==> config.mk <==
export PLATFORM = sky130hd
export DESIGN_NAME = regfile_param_flat
export DESIGN_NICKNAME = d
export VERILOG_FILES = /design/src/rtl/regfile_if.sv /design/src/rtl/regfile_param.sv /design/src/flat_wrapper.sv
export SDC_FILE = /design/constraint.sdc
export NUM_CORES = 2
export LEC_CHECK = 0
export ABC_AREA = 1
export CAP_MARGIN = 20
export CORE_ASPECT_RATIO = 1.75
export CORE_MARGIN = 2
export CORE_UTILIZATION = 35
export CTS_CLUSTER_DIAMETER = 60
export DETAILED_ROUTE_END_ITERATION = 10
export PLACE_DENSITY = 0.59
export SYNTH_ARGS = -nofsm -noshare
export SYNTH_HDL_FRONTEND = slang
export SYNTH_SLANG_ARGS = --single-unit
==> constraint.sdc <==
create_clock -name clk -period 2.75 [get_ports clk]
set_input_delay 0.275 -clock clk [delete_from_list [all_inputs] [get_ports clk]]
set_output_delay 0.275 -clock clk [all_outputs]
set_load 0.05 [all_outputs]
==> src/rtl/regfile_if.sv <==
// Bus bundle for regfile_param: write port, two read ports and the bulk-clear handshake.
interface regfile_if #(
    parameter int DATA_W = 32,
    parameter int ADDR_W = 5
);
    logic              reg_write;
    logic [ADDR_W-1:0] w_reg;
    logic [DATA_W-1:0] w_data;
    logic [ADDR_W-1:0] r_reg1;
    logic [ADDR_W-1:0] r_reg2;
    logic [DATA_W-1:0] r_data1;
    logic [DATA_W-1:0] r_data2;
    logic              clr_req;
    logic              clr_busy;
    logic              clr_done;
    logic              wr_drop;

    modport master (
        output reg_write, w_reg, w_data, r_reg1, r_reg2, clr_req,
        input  r_data1, r_data2, clr_busy, clr_done, wr_drop
    );

    modport slave (
        input  reg_write, w_reg, w_data, r_reg1, r_reg2, clr_req,
        output r_data1, r_data2, clr_busy, clr_done, wr_drop
    );
endinterface

==> src/rtl/regfile_param.sv <==
// Parametrised register file: two registered read ports, optional write bypass,
// optional hardwired zero entry and a one-entry-per-cycle bulk-clear engine.
module regfile_param #(
    parameter int DATA_W   = 32,
    parameter int ADDR_W   = 5,
    parameter int ZERO_REG = 1,
    parameter int BYPASS   = 1
) (
    input  logic      clk,
    input  logic      rst_n,
    regfile_if.slave  bus
);
    localparam int NREG = 1 << ADDR_W;
    localparam logic [ADDR_W-1:0] LAST = ADDR_W'(NREG - 1);

    typedef enum logic [1:0] {IDLE, SWEEP, DONE} state_t;

    state_t            state_q, state_d;
    logic [ADDR_W-1:0] ptr_q, ptr_d;
    logic [DATA_W-1:0] mem_q [NREG];
    logic [DATA_W-1:0] mem_d [NREG];
    logic [DATA_W-1:0] r_data1_q, r_data1_d;
    logic [DATA_W-1:0] r_data2_q, r_data2_d;
    logic              busy;
    logic              done;
    logic              wr_hit;
    logic              wr_drop;

    // Clear FSM state register
    always_ff @(posedge clk or negedge rst_n) begin
        if (!rst_n) begin
            state_q <= IDLE;
            ptr_q   <= '0;
        end else begin
            state_q <= state_d;
            ptr_q   <= ptr_d;
        end
    end

    // Clear FSM next state; requests outside IDLE are deliberately dropped
    always_comb begin
        state_d = state_q;
        ptr_d   = ptr_q;
        case (state_q)
            IDLE: begin
                if (bus.clr_req) begin
                    state_d = SWEEP;
                    ptr_d   = '0;
                end
            end
            SWEEP: begin
                ptr_d = ptr_q + ADDR_W'(1);
                if (ptr_q == LAST) state_d = DONE;
            end
            DONE:    state_d = IDLE;
            default: state_d = IDLE;
        endcase
    end

    always_comb begin
        busy = (state_q == SWEEP);
        done = (state_q == DONE);
    end

    // Writes to the zero entry are accepted silently but never stored
    always_comb begin
        wr_hit  = bus.reg_write && !busy && !(ZERO_REG != 0 && bus.w_reg == '0);
        wr_drop = bus.reg_write && busy;
    end

    always_comb begin
        for (int i = 0; i < NREG; i++) begin
            mem_d[i] = mem_q[i];
            if (wr_hit && bus.w_reg == ADDR_W'(i)) mem_d[i] = bus.w_data;
            if (busy && ptr_q == ADDR_W'(i))       mem_d[i] = '0;
        end
    end

    always_comb begin
        if (ZERO_REG != 0 && bus.r_reg1 == '0)
            r_data1_d = '0;
        else if (BYPASS != 0 && wr_hit && bus.w_reg == bus.r_reg1)
            r_data1_d = bus.w_data;
        else
            r_data1_d = mem_q[bus.r_reg1];

        if (ZERO_REG != 0 && bus.r_reg2 == '0)
            r_data2_d = '0;
        else if (BYPASS != 0 && wr_hit && bus.w_reg == bus.r_reg2)
            r_data2_d = bus.w_data;
        else
            r_data2_d = mem_q[bus.r_reg2];
    end

    always_ff @(posedge clk or negedge rst_n) begin
        if (!rst_n) begin
            for (int i = 0; i < NREG; i++) mem_q[i] <= '0;
            r_data1_q <= '0;
            r_data2_q <= '0;
        end else begin
            for (int i = 0; i < NREG; i++) mem_q[i] <= mem_d[i];
            r_data1_q <= r_data1_d;
            r_data2_q <= r_data2_d;
        end
    end

    assign bus.r_data1  = r_data1_q;
    assign bus.r_data2  = r_data2_q;
    assign bus.clr_busy = busy;
    assign bus.clr_done = done;
    assign bus.wr_drop  = wr_drop;
endmodule
==> src/flat_wrapper.sv <==
// flat-port wrapper written by rule: the top's interface ports become plain ports
module regfile_param_flat 
#(
    parameter int DATA_W   = 32,
    parameter int ADDR_W   = 5,
    parameter int ZERO_REG = 1,
    parameter int BYPASS   = 1
)
  (clk, rst_n, bus_reg_write, bus_w_reg, bus_w_data, bus_r_reg1, bus_r_reg2, bus_clr_req, bus_r_data1, bus_r_data2, bus_clr_busy, bus_clr_done, bus_wr_drop);
  regfile_if #(.DATA_W(DATA_W), .ADDR_W(ADDR_W)) bus_i ();
  input  logic clk;
  input  logic rst_n;
  input wire logic [$bits(bus_i.reg_write)-1:0] bus_reg_write;
  input wire logic [$bits(bus_i.w_reg)-1:0] bus_w_reg;
  input wire logic [$bits(bus_i.w_data)-1:0] bus_w_data;
  input wire logic [$bits(bus_i.r_reg1)-1:0] bus_r_reg1;
  input wire logic [$bits(bus_i.r_reg2)-1:0] bus_r_reg2;
  input wire logic [$bits(bus_i.clr_req)-1:0] bus_clr_req;
  output wire logic [$bits(bus_i.r_data1)-1:0] bus_r_data1;
  output wire logic [$bits(bus_i.r_data2)-1:0] bus_r_data2;
  output wire logic [$bits(bus_i.clr_busy)-1:0] bus_clr_busy;
  output wire logic [$bits(bus_i.clr_done)-1:0] bus_clr_done;
  output wire logic [$bits(bus_i.wr_drop)-1:0] bus_wr_drop;
  assign bus_i.reg_write = bus_reg_write;
  assign bus_i.w_reg = bus_w_reg;
  assign bus_i.w_data = bus_w_data;
  assign bus_i.r_reg1 = bus_r_reg1;
  assign bus_i.r_reg2 = bus_r_reg2;
  assign bus_i.clr_req = bus_clr_req;
  assign bus_r_data1 = bus_i.r_data1;
  assign bus_r_data2 = bus_i.r_data2;
  assign bus_clr_busy = bus_i.clr_busy;
  assign bus_clr_done = bus_i.clr_done;
  assign bus_wr_drop = bus_i.wr_drop;
  regfile_param #(.DATA_W(DATA_W), .ADDR_W(ADDR_W), .ZERO_REG(ZERO_REG), .BYPASS(BYPASS)) u_core (.clk(clk), .rst_n(rst_n), .bus(bus_i));
endmodule
==> reports/metrics.csv <==
metric,value,unit
syn_area_per_cell,7.262,um2
Slew Limit Fails,0,
DIE HEIGHT,555.4,um
status,finished clean,
core footprint,172900,um2
reg2reg end,u_core.mem_q[391],
CP max stage delay,930,ps
Tightest Hold Check Type,primary input to asynchronous set/reset pin,
net count after synthesis,8429,
Root Buffer Master,clkbuf_16,
proportion of layout cells with a drive suffix above 1,8.710,%
io pins,118,
worst vdd ir,0.4724,mV
crit path DAT,2470,ps
vias,66220,
worst skew pair latency,760,ps
largest net degree at the start of global routing,88,
post-route cell area,70700,um2
Tot Pwr,0.05404,W
CP Data Required Time,2480,ps
max cap viols,0,
clock sinks,1095,
Area Growth Syn to Fin,16.29,%
GR Overflow Total,0,
H-tree depth,3,
Nets,8373,
RSZ-0062 raised after global routing,no,
initial drt markers,10180,
CP Launch Type,flip-flop,
"flops & latches, synth",1095,
final setup vio count,0,
Setup Skew,33.66,ps
Clock Path Buffers,3,
Final GP Congestion,1.024,
CP Buf/Inv Count,1,
routed len/inst,31.56,um
Synth Cell Area,60800,um2
final setup margin,6.831,ps
Tcrit/Tclk final,99.75,%
sum of negative setup slack,0,ps
"Distinct cells, synth",34,
DRT antenna net count,0,
clock-pin slew on the worst setup and hold paths,70,ps
kind of critical path,flip-flop to output pin,
Slew @ Worst Pin,1034,ps
sequential area share after synthesis,45.07,%
CTS Buf Count,107,
Buffers on Ports,117,
number of global-route vias before repair,62900,
HPWL after DPL,212500,um
postcts setup bufs,0,
vias per cell,6.214,
Pleak,34.89,nW
First-pass DRT Iterations,8,
critical path cell sequence,clkdlybuf4s50_1,
flop-to-flop setup slack,130,ps
CP Capture Type,output pin,
Initial Util,35.17,%
DRT Wirelength,336400,um
slowest CP cell,clkdlybuf4s50_1,
final-report hold violation count,0,
power density over cell area,764.3,nW/um2
All-Layer GR Usage,37.08,%
first-pass GRT wire length,470800,um
worst-case reg-to-reg path depth,8,
"Warnings, synthesis",0,
Filler cells,17730,
worst r2r src,u_core.state_q[1],
DP Area,66960,um2
CTS tree,yes,
Slew HR,30.84,%
Post-Syn Instances,8372,
die area,177200,um2
crit-path max FO,1,
pre-CTS setup slack,34.08,ps
initial antenna violation count,16,
Fmax achieved,364.5,MHz
row count,202,
Top Family by Delay on Critical Path,buffers and inverters,
DRC,0,
"Min Clock Period, post-route",2743,ps
Die Wd,319.1,um
-- worst register-to-register path: cells and delay by family (launching register included) --
family | cells | cell delay, ps
compound gates | 1 | 160
buf+inv | 3 | 750
simple gates | 4 | 1150
flops | 1 | 410
-- cells in the final DEF, fill, tap and decap left out, types with 2 or more instances in the layout --
master	instances
a21oi_1	129
buf_12	145
buf_16	2
buf_2	2
buf_4	302
buf_6	2
buf_8	5
bufinv_16	8
clkbuf_1	22
clkbuf_16	110
clkbuf_8	32
clkdlybuf4s50_1	104
clkinv_1	23
clkinv_2	19
dfrtp_1	1095
diode_2	9
ha_1	6
inv_1	1050
inv_2	21
inv_4	2
inv_6	6
inv_8	4
nand2_1	2013
nand2_2	43
nand3_1	1811
nand4_1	4
nor2_1	137
nor2_2	11
nor2_4	8
nor3_1	2
nor3_4	2
o211ai_1	151
o21ai_0	281
o21ai_1	36
o22ai_1	799
xnor2_1	4
xor2_1	3
-- cells by family after synthesis --
group           share of synthesized area [%]
compound gates                          13.79
xor+xnor                               0.1008
fa+ha+maj                              0.1235
buf+inv                                 11.98
flops                                   45.07
simple gates                            28.93
-- state kept, by name, indices dropped and copies added (netlist names) --
register and cells:
u_core.bus.r_data1 32, u_core.bus.r_data2 32, u_core.mem_q 1024, u_core.ptr_q 5, u_core.state_q 2
-- report_power, final --
group | total, W | switching, W | internal (W)
Clock | 0.0160 | 0.00710 | 0.00894
Sequential | 0.0210 | 0.00140 | 0.0196
Combinational | 0.0170 | 0.0119 | 0.00516
Total | 0.0540 | 0.0204 | 0.0337
-- routing by layer --
layer	part of all wire [%]	wire (um)	GRT usage, %	up-vias
met2	44	147200	56.97	5101
met1	34	115800	43.62	31900
met5	0.0065	22	0	-
met4	11	37420	32.98	4
li1	-	-	-	27630
met3	11	36000	7.985	1596
-- synthesized netlist by cell type --
cell	count	area (um2)
nor4_1	1	6.260
buf_6	7	78.83
inv_6	1	8.760
dfrtp_1	1095	27400
nor3_1	2	10.01
clkinv_1	22	82.58
o22ai_1	799	4999
nand3_1	1811	9064
inv_2	25	93.84
buf_1	98	367.9
buf_2	241	1206
nand2_8	1	20.02
nand2_2	11	68.82
o21ai_1	36	180.2
ha_1	6	75.07
nand4_1	4	25.02
xnor2_1	4	35.03
inv_4	1	6.260
nand2_1	2045	7676
nor2_4	8	90.09
nand3_2	1	10.01
inv_1	1054	3956
nand2_4	1	11.26
o211ai_1	151	1134
clkbuf_1	370	1389
xor2_1	3	26.28
a21oi_1	129	645.6
o21ai_0	281	1406
buf_4	12	90.09
clkbuf_2	1	5.000
o31ai_4	1	21.27
nor3_4	2	32.53
nor2_2	9	56.30
nor2_1	139	521.8
-- how the worst max path moves through the flow --
stage                                from                end  slack, ps  cells past startpoint
global placement             bus_w_reg[1]  u_core.mem_q[436]        -20                      9
finish              u_core.bus.r_data2[2]     bus_r_data2[2]          7                      1
detailed placement           bus_w_reg[0]  u_core.mem_q[451]         30                     11
CTS                     u_core.state_q[1]       bus_clr_busy        150                      2
floorplan               u_core.state_q[1]  u_core.mem_q[690]        830                      8
global route        u_core.bus.r_data2[2]     bus_r_data2[2]         10                      1
-- cell type report --
| cell class | count | area [um2] | share of cell area [%] |
|---|---|---|---|
| repair buffers | 564 | 6392 | 9.041 |
| well taps | 2244 | 2808 | 3.971 |
| diodes | 9 | 22.52 | 0.03185 |
| multi-input cells | 5445 | 26210 | 37.06 |
| flip-flops and latches | 1095 | 27400 | 38.76 |
| clock inverters | 33 | 411.6 | 0.5822 |
| clock buffers | 164 | 3276 | 4.633 |
| inverters | 1103 | 4187 | 5.921 |
-- per-stage QoR --
step | instances | hold WS, ps | utilization, %
detailed placement | 10450 | 267.3 | 38.73
CTS | 10650 | 79.61 | 40.87
global route | 10650 | 126.8 | 40.89
floorplan | 8372 | -20.59 | -
finish | 10660 | 96.48 | 40.90
global placement | 10450 | 263.7 | 38.70
-- timing repair --
action / CTS / global route
resized for setup: 1 / 0
hold buffers: 1 / 0
hold endpoints to repair: 183 / 0
endpoints found under the setup margin: 1 / 0
Power figures use the tool's default switching activity.
